--- src/rtl/pwm_pkg.sv ---
// Shared types and constants for the PWM timebase: counter width, counting modes
// and the controller state encoding.
package pwm_pkg;

    localparam int unsigned CNT_W = 16;

    typedef logic [CNT_W-1:0] cnt_t;
    typedef logic [1:0]       mode_t;

    // 2'b11 is not a mode of its own; the next-value logic counts it as up
    localparam mode_t MODE_UP     = 2'b00;
    localparam mode_t MODE_DOWN   = 2'b01;
    localparam mode_t MODE_UPDOWN = 2'b10;

    typedef enum logic [1:0] {
        IDLE     = 2'd0,
        RUN      = 2'd1,
        STOPPING = 2'd2
    } state_t;

endpackage

--- src/rtl/pwm_timebase_ctrl_if.sv ---
// Control/status bundle of the PWM timebase; the master drives the controls,
// the slave (the timebase itself) drives the count and status outputs.
interface pwm_timebase_ctrl_if;
    import pwm_pkg::*;

    logic  i_start;
    logic  i_stop;
    logic  i_oneshot;
    mode_t i_mode;
    cnt_t  i_period;
    logic  i_sync;
    cnt_t  i_phase;

    cnt_t  o_counter;
    cnt_t  o_counter_next;
    logic  o_dir;
    logic  o_zero;
    logic  o_period_match;
    logic  o_running;
    logic  o_done;

    modport master (
        output i_start, i_stop, i_oneshot, i_mode, i_period, i_sync, i_phase,
        input  o_counter, o_counter_next, o_dir, o_zero, o_period_match,
               o_running, o_done
    );

    modport slave (
        input  i_start, i_stop, i_oneshot, i_mode, i_period, i_sync, i_phase,
        output o_counter, o_counter_next, o_dir, o_zero, o_period_match,
               o_running, o_done
    );

endinterface

--- src/rtl/pwm_timebase_next.sv ---
// Combinational next-count / next-direction logic for one counting step,
// including the phase reload and the period-end flag.
module pwm_timebase_next
    import pwm_pkg::*;
(
    input  cnt_t  counter,
    input  logic  dir,
    input  mode_t mode,
    input  cnt_t  period,
    input  logic  sync,
    input  cnt_t  phase,
    output cnt_t  next_count,
    output logic  next_dir,
    output logic  period_end
);

    always_comb begin
        next_count = counter;
        next_dir   = dir;
        period_end = 1'b0;
        case (mode)
            MODE_DOWN: begin
                period_end = (counter == '0);
                next_dir   = 1'b1;
                next_count = period_end ? period : counter - 1'b1;
            end
            MODE_UPDOWN: begin
                // a zero period pins the count at 0 and makes every cycle a period end
                period_end = (dir && (counter == '0)) || (period == '0);
                if (period == '0) begin
                    next_count = '0;
                    next_dir   = dir ? (counter != '0) : 1'b1;
                end else if (!dir) begin
                    if (counter >= period) begin
                        next_dir   = 1'b1;
                        next_count = counter - 1'b1;
                    end else begin
                        next_count = counter + 1'b1;
                    end
                end else if (counter == '0) begin
                    next_dir   = 1'b0;
                    next_count = cnt_t'(1);
                end else begin
                    next_count = counter - 1'b1;
                end
            end
            default: begin
                period_end = (counter >= period);
                next_dir   = 1'b0;
                next_count = period_end ? '0 : counter + 1'b1;
            end
        endcase

        if (sync) begin
            next_count = (phase < period) ? phase : period;
            next_dir   = 1'b0;
        end
    end

endmodule

--- src/rtl/pwm_timebase_ctrl.sv ---
// PWM timebase controller: IDLE/RUN/STOPPING sequencing around a 16-bit
// up/down/up-down counter with live period, phase sync and one-shot support.
module pwm_timebase_ctrl
    import pwm_pkg::*;
(
    input  logic                 i_clk,
    input  logic                 i_reset,
    pwm_timebase_ctrl_if.slave   bus
);

    state_t state, state_nx;
    cnt_t   counter, counter_nx, calc_count;
    logic   dir, dir_nx, calc_dir;
    logic   done;
    mode_t  mode_q;
    logic   oneshot_q;
    logic   active, sync_run, period_end, stop_exit;

    assign active   = (state != IDLE);
    assign sync_run = active && bus.i_sync;
    // a sync in the period-end cycle cancels a pending stop until the next period end
    assign stop_exit = active && period_end && !bus.i_sync
                       && ((state == STOPPING) || oneshot_q);

    pwm_timebase_next u_next (
        .counter    (counter),
        .dir        (dir),
        .mode       (mode_q),
        .period     (bus.i_period),
        .sync       (sync_run),
        .phase      (bus.i_phase),
        .next_count (calc_count),
        .next_dir   (calc_dir),
        .period_end (period_end)
    );

    always_ff @(posedge i_clk or posedge i_reset) begin
        if (i_reset) state <= IDLE;
        else         state <= state_nx;
    end

    always_comb begin
        state_nx = state;
        case (state)
            IDLE:     if (bus.i_start) state_nx = RUN;
            RUN:      if (stop_exit) state_nx = IDLE;
                      else if (bus.i_stop) state_nx = STOPPING;
            STOPPING: if (stop_exit) state_nx = IDLE;
            default:  state_nx = IDLE;
        endcase
    end

    always_comb begin
        counter_nx = counter;
        dir_nx     = dir;
        if (!active) begin
            if (bus.i_start) begin
                counter_nx = (bus.i_mode == MODE_DOWN) ? bus.i_period : '0;
                dir_nx     = (bus.i_mode == MODE_DOWN);
            end
        end else if (stop_exit) begin
            counter_nx = '0;
            dir_nx     = 1'b0;
        end else begin
            counter_nx = calc_count;
            dir_nx     = calc_dir;
        end
    end

    always_ff @(posedge i_clk or posedge i_reset) begin
        if (i_reset) begin
            counter   <= '0;
            dir       <= 1'b0;
            done      <= 1'b0;
            mode_q    <= MODE_UP;
            oneshot_q <= 1'b0;
        end else begin
            counter <= counter_nx;
            dir     <= dir_nx;
            done    <= stop_exit;
            if (!active && bus.i_start) begin
                mode_q    <= bus.i_mode;
                oneshot_q <= bus.i_oneshot;
            end
        end
    end

    always_comb begin
        bus.o_counter      = counter;
        bus.o_counter_next = counter_nx;
        bus.o_dir          = dir;
        bus.o_zero         = active && (counter == '0);
        bus.o_period_match = active && (counter == bus.i_period);
        bus.o_running      = active;
        bus.o_done         = done;
    end

endmodule
--- src/flat_wrapper.sv ---
// flat-port wrapper written by rule: the top's interface ports become plain ports
module pwm_timebase_ctrl_flat import pwm_pkg::*;
  (i_clk, i_reset, bus_i_start, bus_i_stop, bus_i_oneshot, bus_i_mode, bus_i_period, bus_i_sync, bus_i_phase, bus_o_counter, bus_o_counter_next, bus_o_dir, bus_o_zero, bus_o_period_match, bus_o_running, bus_o_done);
  pwm_timebase_ctrl_if bus_i ();
  input  logic i_clk;
  input  logic i_reset;
  input wire logic [$bits(bus_i.i_start)-1:0] bus_i_start;
  input wire logic [$bits(bus_i.i_stop)-1:0] bus_i_stop;
  input wire logic [$bits(bus_i.i_oneshot)-1:0] bus_i_oneshot;
  input wire logic [$bits(bus_i.i_mode)-1:0] bus_i_mode;
  input wire logic [$bits(bus_i.i_period)-1:0] bus_i_period;
  input wire logic [$bits(bus_i.i_sync)-1:0] bus_i_sync;
  input wire logic [$bits(bus_i.i_phase)-1:0] bus_i_phase;
  output wire logic [$bits(bus_i.o_counter)-1:0] bus_o_counter;
  output wire logic [$bits(bus_i.o_counter_next)-1:0] bus_o_counter_next;
  output wire logic [$bits(bus_i.o_dir)-1:0] bus_o_dir;
  output wire logic [$bits(bus_i.o_zero)-1:0] bus_o_zero;
  output wire logic [$bits(bus_i.o_period_match)-1:0] bus_o_period_match;
  output wire logic [$bits(bus_i.o_running)-1:0] bus_o_running;
  output wire logic [$bits(bus_i.o_done)-1:0] bus_o_done;
  assign bus_i.i_start = bus_i_start;
  assign bus_i.i_stop = bus_i_stop;
  assign bus_i.i_oneshot = bus_i_oneshot;
  assign bus_i.i_mode = bus_i_mode;
  assign bus_i.i_period = bus_i_period;
  assign bus_i.i_sync = bus_i_sync;
  assign bus_i.i_phase = bus_i_phase;
  assign bus_o_counter = bus_i.o_counter;
  assign bus_o_counter_next = bus_i.o_counter_next;
  assign bus_o_dir = bus_i.o_dir;
  assign bus_o_zero = bus_i.o_zero;
  assign bus_o_period_match = bus_i.o_period_match;
  assign bus_o_running = bus_i.o_running;
  assign bus_o_done = bus_i.o_done;
  pwm_timebase_ctrl u_core (.i_clk(i_clk), .i_reset(i_reset), .bus(bus_i));
endmodule
--- config.mk ---
export PLATFORM = sky130hd
export DESIGN_NAME = pwm_timebase_ctrl_flat
export DESIGN_NICKNAME = d
export VERILOG_FILES = /design/src/rtl/pwm_pkg.sv /design/src/rtl/pwm_timebase_ctrl_if.sv /design/src/rtl/pwm_timebase_next.sv /design/src/rtl/pwm_timebase_ctrl.sv /design/src/flat_wrapper.sv
export SDC_FILE = /design/constraint.sdc
export NUM_CORES = 1
export LEC_CHECK = 0
export ABC_AREA = 0
export CORE_UTILIZATION = 52
export DETAILED_ROUTE_END_ITERATION = 10
export MAX_ROUTING_LAYER = met4
export PLACE_DENSITY_LB_ADDON = 0.15
export SYNTH_ARGS = -nofsm -noshare
export SYNTH_HDL_FRONTEND = slang
export SYNTH_SLANG_ARGS = --single-unit
--- constraint.sdc ---
create_clock -name i_clk -period 6.5 [get_ports i_clk]
set_clock_uncertainty 0.05 [all_clocks]
set_input_delay 1.625 -clock i_clk [delete_from_list [all_inputs] [get_ports i_clk]]
set_output_delay 1.625 -clock i_clk [all_outputs]
set_load 0.02 [all_outputs]
==> summary.md, run 1 <==
| Metric | Value |
|---|---|
| Row count | `29` |
| Sequential fraction of the synthesis area | `between 10% and 20%` |
| Iteration-0 DRC Markers | `521` |
| Avg WL per Cell | `between 20 and 25 µm` |
| Final Non-Filler Cells | `664` |
| Syn_nets | `around 530` |
| Overall global routing resource usage | `43.5%` |
| Clock Sinks | `23` |
| Fin Setup TNS | `-13.4 ps` |
| Post-synth ARST share | `100%` |
| Critical setup path kind | `input port to output pin` |
| Die area | `between 7000 and 8000 µm²` |
| Syn Area/Cell | `7.71 µm²` |
| Final nets | `approximately 660` |
| Top post-synthesis cells by count | `ha_1 (35), nor2_1 (32), nand2_1 (28), inv_1 (25)` |
| Most used flip-flop cell after synthesis | `dfrtp_1` |
| Root Buffer | `clkbuf_8` |
| Fmax | `154 MHz` |
| Synthesized cell area | `roughly 3500 µm²` |
| Die X | `83.8 µm` |
| Worst rel slew slack | `roughly 31%` |
| Clock Latency Late Sink | `280 ps` |
| Post-synth EDFFs | `0` |
| CTS tree | `done` |
| Drt total wl | `between 15 and 20 mm` |
| Max-cap violations | `0` |
| Placed Instances | `between 600 and 700` |
| Hold crit path type | `flop to flop` |
| Post-synth cell types | `64` |
| Clk slew on worst S/H paths | `~100 ps` |
| Final setup vio count | `1` |
| Seq cells post-synth | `23` |
| Gpl congestion | `roughly 1.1` |
| Status | `complete, but fails checks` |
| Hold WS | `roughly 470 ps` |
| Synth top area share | `approximately 17%` |
| Fillers | `between 400 and 500` |
| Area growth, synth to finish | `44.4%` |
| Critical path launch point type | `input port` |
| Mapped Cells | `between 400 and 500` |
| CP arrival | `4840 ps` |
| TritonRoute pass-1 iters | `6` |
| PnR worst setup slack | `-13.4 ps` |
| Synth area leaders | `dfrtp_1 (17%), ha_1 (13%), xnor2_1 (5.0%)` |
| Crit path required time | `4830 ps` |
| Worst vdd ir | `~330 µV` |
| Largest net degree at the start of global routing | `24` |
| Grt total ovfl | `0` |
| Vias | `about 4600` |
| HPWL Detailed | `11.5 mm` |
| I/O Buffers | `76` |
| Count leader, synth | `ha_1` |
| H-tree levels | `1` |
| First-pass GRT wire length | `23.3 mm` |
| YS warnings | `0` |
| Slew Viols, Final | `0` |
| Tcrit/Tclk final | `100%` |
| Antenna cells | `0` |
| Die height | `between 80 and 90 µm` |
| Worst slew pin tran | `around 1000 ps` |
| Vias in the first global route | `between 4000 and 5000` |
| Core area | `roughly 6400 µm²` |
| Starting Density | `54.5%` |
| Vias per cell | `6.98` |
| # DRC | `0` |
| Leakage power | `2.15 nW` |
| Fin crit period | `between 6000 and 7000 ps` |
| Ports | `just under 80` |
| CP Capture Type | `output pin` |
| Pwr/cell area | `between 400 and 500 nW/µm²` |
| Initial antenna violation count | `0` |
| Num CTS Buffers | `3` |
| Routed Antenna Nets | `0` |
| Clock Tree Buf Depth | `2` |
| Area leader, netlist | `dfrtp_1` |
| Final hold violations | `0` |
| Share of cells above drive strength 1 | `between 20% and 30%` |
| Maximum fanout along the worst path | `6` |
| Failing checks | `setup timing` |
[worst paths after layout]
path / startpoint / to / slack [ps] / depth (start not counted)
worst max-delay path: bus_i_period[11] / bus_o_counter_next[6] / -10 / 13
worst min-delay path: u_core.oneshot_q$_DFFE_PP0P_ / u_core.oneshot_q$_DFFE_PP0P_ / 470 / 1
worst max register to register: u_core.bus.o_counter[1]$_DFF_PP0_ / u_core.bus.o_counter[14]$_DFF_PP0_ / 2850 / 9
worst min register to register: u_core.oneshot_q$_DFFE_PP0P_ / u_core.oneshot_q$_DFFE_PP0P_ / 470 / 1
max in group asynchronous: i_reset / u_core.bus.o_counter[11]$_DFF_PP0_ / 3940 / 2
min in group asynchronous: i_reset / u_core.bus.o_done$_DFF_PP0_ / 1840 / 2
[through the flow]
stage          instance area, µm²  setup WS (ps)  total power [W]  util, %
2_1_floorplan                3480            518          0.00131        -
3_3_place_gp                 4810           -597          0.00207     75.3
3_5_place_dp                 4810           -677          0.00210     75.3
4_1_cts                      4950          -24.6          0.00221     77.5
5_1_grt                      5020           -124          0.00245     78.7
6_report                     5020          -13.4          0.00234     78.7
[cells in the final DEF (no fill, tap or decap), types with 6 or more instances in the layout]
master and instances:
buf_4 86, clkdlybuf4s50_1 57, ha_1 33, nor2_1 30, nand2_1 27, inv_1 24, dfrtp_1 23, a21oi_1 21
o21ai_0 20, xnor2_1 20, nand3_1 16, a211oi_1 16, nand4_1 14, a22oi_1 11, nor3_1 10, or4_1 7
a221oi_1 7, xor2_1 7, nor4_1 6, or3_1 6, o211ai_1 6, a221oi_2 6, clkbuf_2 6
[cell families (layout without fill, tap and decap cells)]
| group | after synthesis | after routing | share of synthesized area [%] |
|---|---|---|---|
| flops | 23 | 23 | 16.5 |
| mux | 9 | 9 | 2.77 |
| xor+xnor | 27 | 27 | 6.80 |
| fa+ha+maj | 35 | 35 | 12.6 |
| buf+inv | 56 | 192 | 6.19 |
| simple gates | 153 | 153 | 23.7 |
| compound gates | 148 | 148 | 31.4 |
[registers in the layout (all words and copies together), names as in the netlist]
name                  flops
u_core.oneshot_q          1
u_core.mode_q             2
u_core.bus.o_counter     16
u_core.bus.o_done         1
u_core.bus.o_dir          1
u_core.state              2
[critical path, stage by stage]
cell	delay [ps]
clkdlybuf4s50_1	500
inv_2	70
ha_4	270
nand4_1	130
or4_4	540
o32a_1	400
buf_6	150
a211o_1	270
a311oi_2	270
a2111oi_2	90
o31ai_1	220
buf_4	160
buf_4	130
[timing repair]
action                     in CTS  in global routing
setup endpoints to repair      16                 16
pin swaps                       5                 10
resized for setup              64                 42
setup buffers                   4                  3
hold buffers                    0                  0
[cell type report]
| type | instances | area (µm²) | area share [%] |
|---|---|---|---|
| Multi-Input combinational cell | 372 | 2830 | 56.4 |
| Clock buffer | 3 | 41.3 | 0.822 |
| Timing Repair Buffer | 162 | 1370 | 27.3 |
| Tap cell | 77 | 96.3 | 1.92 |
| Clock inverter | 1 | 7.51 | 0.149 |
| Inverter | 26 | 97.6 | 1.94 |
| Sequential cell | 23 | 576 | 11.5 |
[power breakdown]
group          internal, W  switching, W  leakage, nW
clock            0.0000437     0.0000595       0.0217
sequential        0.000207      0.000171        0.290
combinational     0.000801       0.00106         1.84
total              0.00105       0.00129         2.15
[routing by layer]
| layer | vias to the layer above | GRT usage (%) | routed length, µm |
|---|---|---|---|
| met2 | 363 | 69.5 | 7090 |
| met3 | 76 | 7.52 | 1810 |
| met1 | 2174 | 54.3 | 5970 |
| li1 | 2023 | - | - |
| met5 | - | - | 0 |
| met4 | 0 | 18.0 | 592 |
Power figures use the tool's default switching activity.
==> inputs of run 2 (changes only) <==
Settings changed: CELL_PAD_IN_SITES_DETAIL_PLACEMENT set to 0, CELL_PAD_IN_SITES_GLOBAL_PLACEMENT set to 1, CORE_ASPECT_RATIO set to 1.2, CORE_UTILIZATION 52 to 38, SLEW_MARGIN set to 0.
==> run 2 against run 1 <==
Against the previous run:
- the run now ends clean
- utilization down 20 points
- wire length increased by 0.23%
- die area rose by 36%
- sequential share of layout area decreased by 0.33 points
==> summary.md, run 2 (synthesis gave the netlist of run 1 again) <==
| Metric | Value |
|---|---|
| First-pass GRT wire length | `22.9 mm (-1.6%)` |
| Clock Sinks | `23 (unchanged)` |
| Vias | `4443 (-4.2%)` |
| Num CTS Buffers | `3 (unchanged)` |
| Area growth, synth to finish | `48.7%` |
| Critical Path End | `bus_o_counter_next[1]` |
| CP Capture Type | `output pin` |
| Clock Tree Buf Depth | `2 (unchanged)` |
| Maximum fanout along the worst path | `6 (unchanged)` |
| I/O Buffers | `76 (unchanged)` |
| Commonest non-fill, non-tap cells in the layout | `buf_4 (88), clkdlybuf4s50_1 (60), nor2_1 (32), ha_1 (31), nand2_1 (27)` |
| Grt total ovfl | `0 (unchanged)` |
| HPWL Detailed | `11.9 mm (+3.8%)` |
| Worst rel slew slack | `33.2% (+2.3 points)` |
| Ports | `77 (unchanged)` |
| Vias per cell | `6.34 (-9.2%)` |
| # DRC | `0 (unchanged)` |
| Worst r2r src | `u_core.bus.o_counter[8]$_DFF_PP0_` |
| Gpl congestion | `0.944 (-11%)` |
| H-tree levels | `1 (unchanged)` |
| Critical path launch point type | `input port` |
| Drt total wl | `15.5 mm (+0.23%)` |
| Core area | `8750 µm² (+37%)` |
| Share of cells above drive strength 1 | `27.1% (+2.7 points)` |
| Root Buffer | `clkbuf_8` |
| Max-cap violations | `0 (unchanged)` |
| Commonest non-fill, non-tap cell in the layout | `buf_4` |
| CTS tree | `done` |
| Worst vdd ir | `313 µV (-4.4%)` |
| Crit path required time | `4830 ps (about the same)` |
| Overall global routing resource usage | `33.8% (-9.7 points)` |
| Clock Latency Late Sink | `290 ps (about the same)` |
| CP arrival | `4770 ps (-70 ps)` |
| Post-layout util | `59.1% (-20 points)` |
| Worst R2R Setup Slack | `3070 ps (+220 ps)` |
| Fin crit period | `6440 ps (-69.4 ps)` |
| Hold WS | `431 ps (-38.3 ps)` |
| R2R Path End | `u_core.bus.o_counter[10]$_DFF_PP0_` |
| Final Non-Filler Cells | `701 (+5.6%)` |
| Final setup vio count | `0 (-1)` |
| Worst slew pin tran | `1000 ps (-34.6 ps)` |
| Leakage power | `2.14 nW (-0.60%)` |
| TritonRoute pass-1 iters | `6 (unchanged)` |
| Row count | `37 (+28%)` |
| Iteration-0 DRC Markers | `417 (-20%)` |
| Avg WL per Cell | `22.1 µm (-5.1%)` |
| Max reg flops | `16 (unchanged)` |
| CP startpoint | `bus_i_period[10]` |
| Die area | `9540 µm² (+36%)` |
| Largest net degree at the start of global routing | `24 (unchanged)` |
| Tot Pwr | `0.00242 W (+3.2%)` |
| Worst Reg-to-Reg Cells | `12 (+3)` |
| Final hold violations | `0 (unchanged)` |
| Placement Setup Slack | `-622 ps (+54.6 ps)` |
| Clk slew on worst S/H paths | `110 ps (about the same)` |
| PnR worst setup slack | `56.0 ps (+69.4 ps)` |
| Vias in the first global route | `4123 (-8.3%)` |
| Antenna cells | `0 (unchanged)` |
| Die X | `89.3 µm (+6.6%)` |
| Die height | `107 µm (+27%)` |
| Starting Density | `39.8% (-15 points)` |
| RSZ-0062 raised after global routing | `yes` |
| Hold crit path type | `flop to flop` |
| Routed Antenna Nets | `0 (unchanged)` |
| Final nets | `660 (-0.45%)` |
| Pwr/cell area | `468 nW/µm² (+0.25%)` |
| Initial antenna violation count | `0 (unchanged)` |
| Critical setup path kind | `input port to output pin` |
| Status | `completed` |
| Post-CTS Hold Buffers | `0 (unchanged)` |
| Min-Delay Path Depth | `1 (unchanged)` |
| Fmax | `155 MHz (+1.1%)` |
| Tcrit/Tclk final | `99.1% (-1.1 points)` |
| Placed Instances | `694 (+6.3%)` |
| Slew Viols, Final | `0 (unchanged)` |
run 2: changes by cell type in the layout (fill, tap and decap cells not counted), moves of 3 or more:
cell	previous run	this run
buf_2	3	9
clkbuf_2	6	1
a221oi_1	7	3
a211oi_1	16	11
a211oi_2	3	8
buf_6	3	0
clkdlybuf4s50_1	57	60
run 2: per-layer routing:
layer  share of wire (%)  global-route usage [%]  wire, µm
met1                  40                    43.9      6280
met2                  47                    54.3      7340
met3                 9.8                    4.77      1520
met4                 2.4                    9.64       366
met5                   0                       -         0
run 2: layout make-up:
cell class | count | area [µm²]
Fill cell | 806 | 3580
Multi-Input combinational cell | 372 | 2980
Clock buffer | 3 | 41.3
Sequential cell | 23 | 576
Tap cell | 117 | 146
Clock inverter | 1 | 7.51
Inverter | 26 | 97.6
Timing Repair Buffer | 159 | 1320
run 2: what timing repair did:
action,4_1_cts,5_1_grt
setup endpoints to repair,16,16
pin swaps,7,13
resized for setup,96,37
endpoints found under the hold margin,0,0
setup buffers,2,1
run 2: stage by stage:
step	TNS (ps)	area (µm²)
6_report	0	5170
5_1_grt	-52.4	5170
4_1_cts	-46.5	5020
3_5_place_dp	-7560	4870
3_3_place_gp	-7370	4870
2_1_floorplan	0	3480
run 2: power by group:
part | total (W) | switching (W) | internal, W
combinational | 0.00192 | 0.00109 | 0.000825
sequential | 0.000390 | 0.000184 | 0.000207
clock | 0.000110 | 0.0000664 | 0.0000439
run 2: worst min-delay path by stage:
| stage | startpoint | end | slack [ps] |
|---|---|---|---|
| 6_report | u_core.state[1]$_DFFE_PP0P_ | u_core.state[0]$_DFFE_PP0P_ | 430 |
| 3_5_place_dp | u_core.state[1]$_DFFE_PP0P_ | u_core.state[0]$_DFFE_PP0P_ | 420 |
| 5_1_grt | u_core.state[1]$_DFFE_PP0P_ | u_core.state[0]$_DFFE_PP0P_ | 460 |
| 4_1_cts | u_core.state[1]$_DFFE_PP0P_ | u_core.state[0]$_DFFE_PP0P_ | 430 |
| 2_1_floorplan | u_core.state[1]$_DFFE_PP0P_ | u_core.state[0]$_DFFE_PP0P_ | 390 |
| 3_3_place_gp | u_core.state[1]$_DFFE_PP0P_ | u_core.state[0]$_DFFE_PP0P_ | 410 |
run 2: worst max-delay path, cell delays in order:
cell and delay (ps):
clkdlybuf4s50_1 500, inv_2 80, ha_4 270, nand4_1 120, or4_4 530, o32a_1 420
and2_4 220, a21oi_2 130, buf_4 170, a2111oi_2 90, o31ai_1 360, clkbuf_2 240
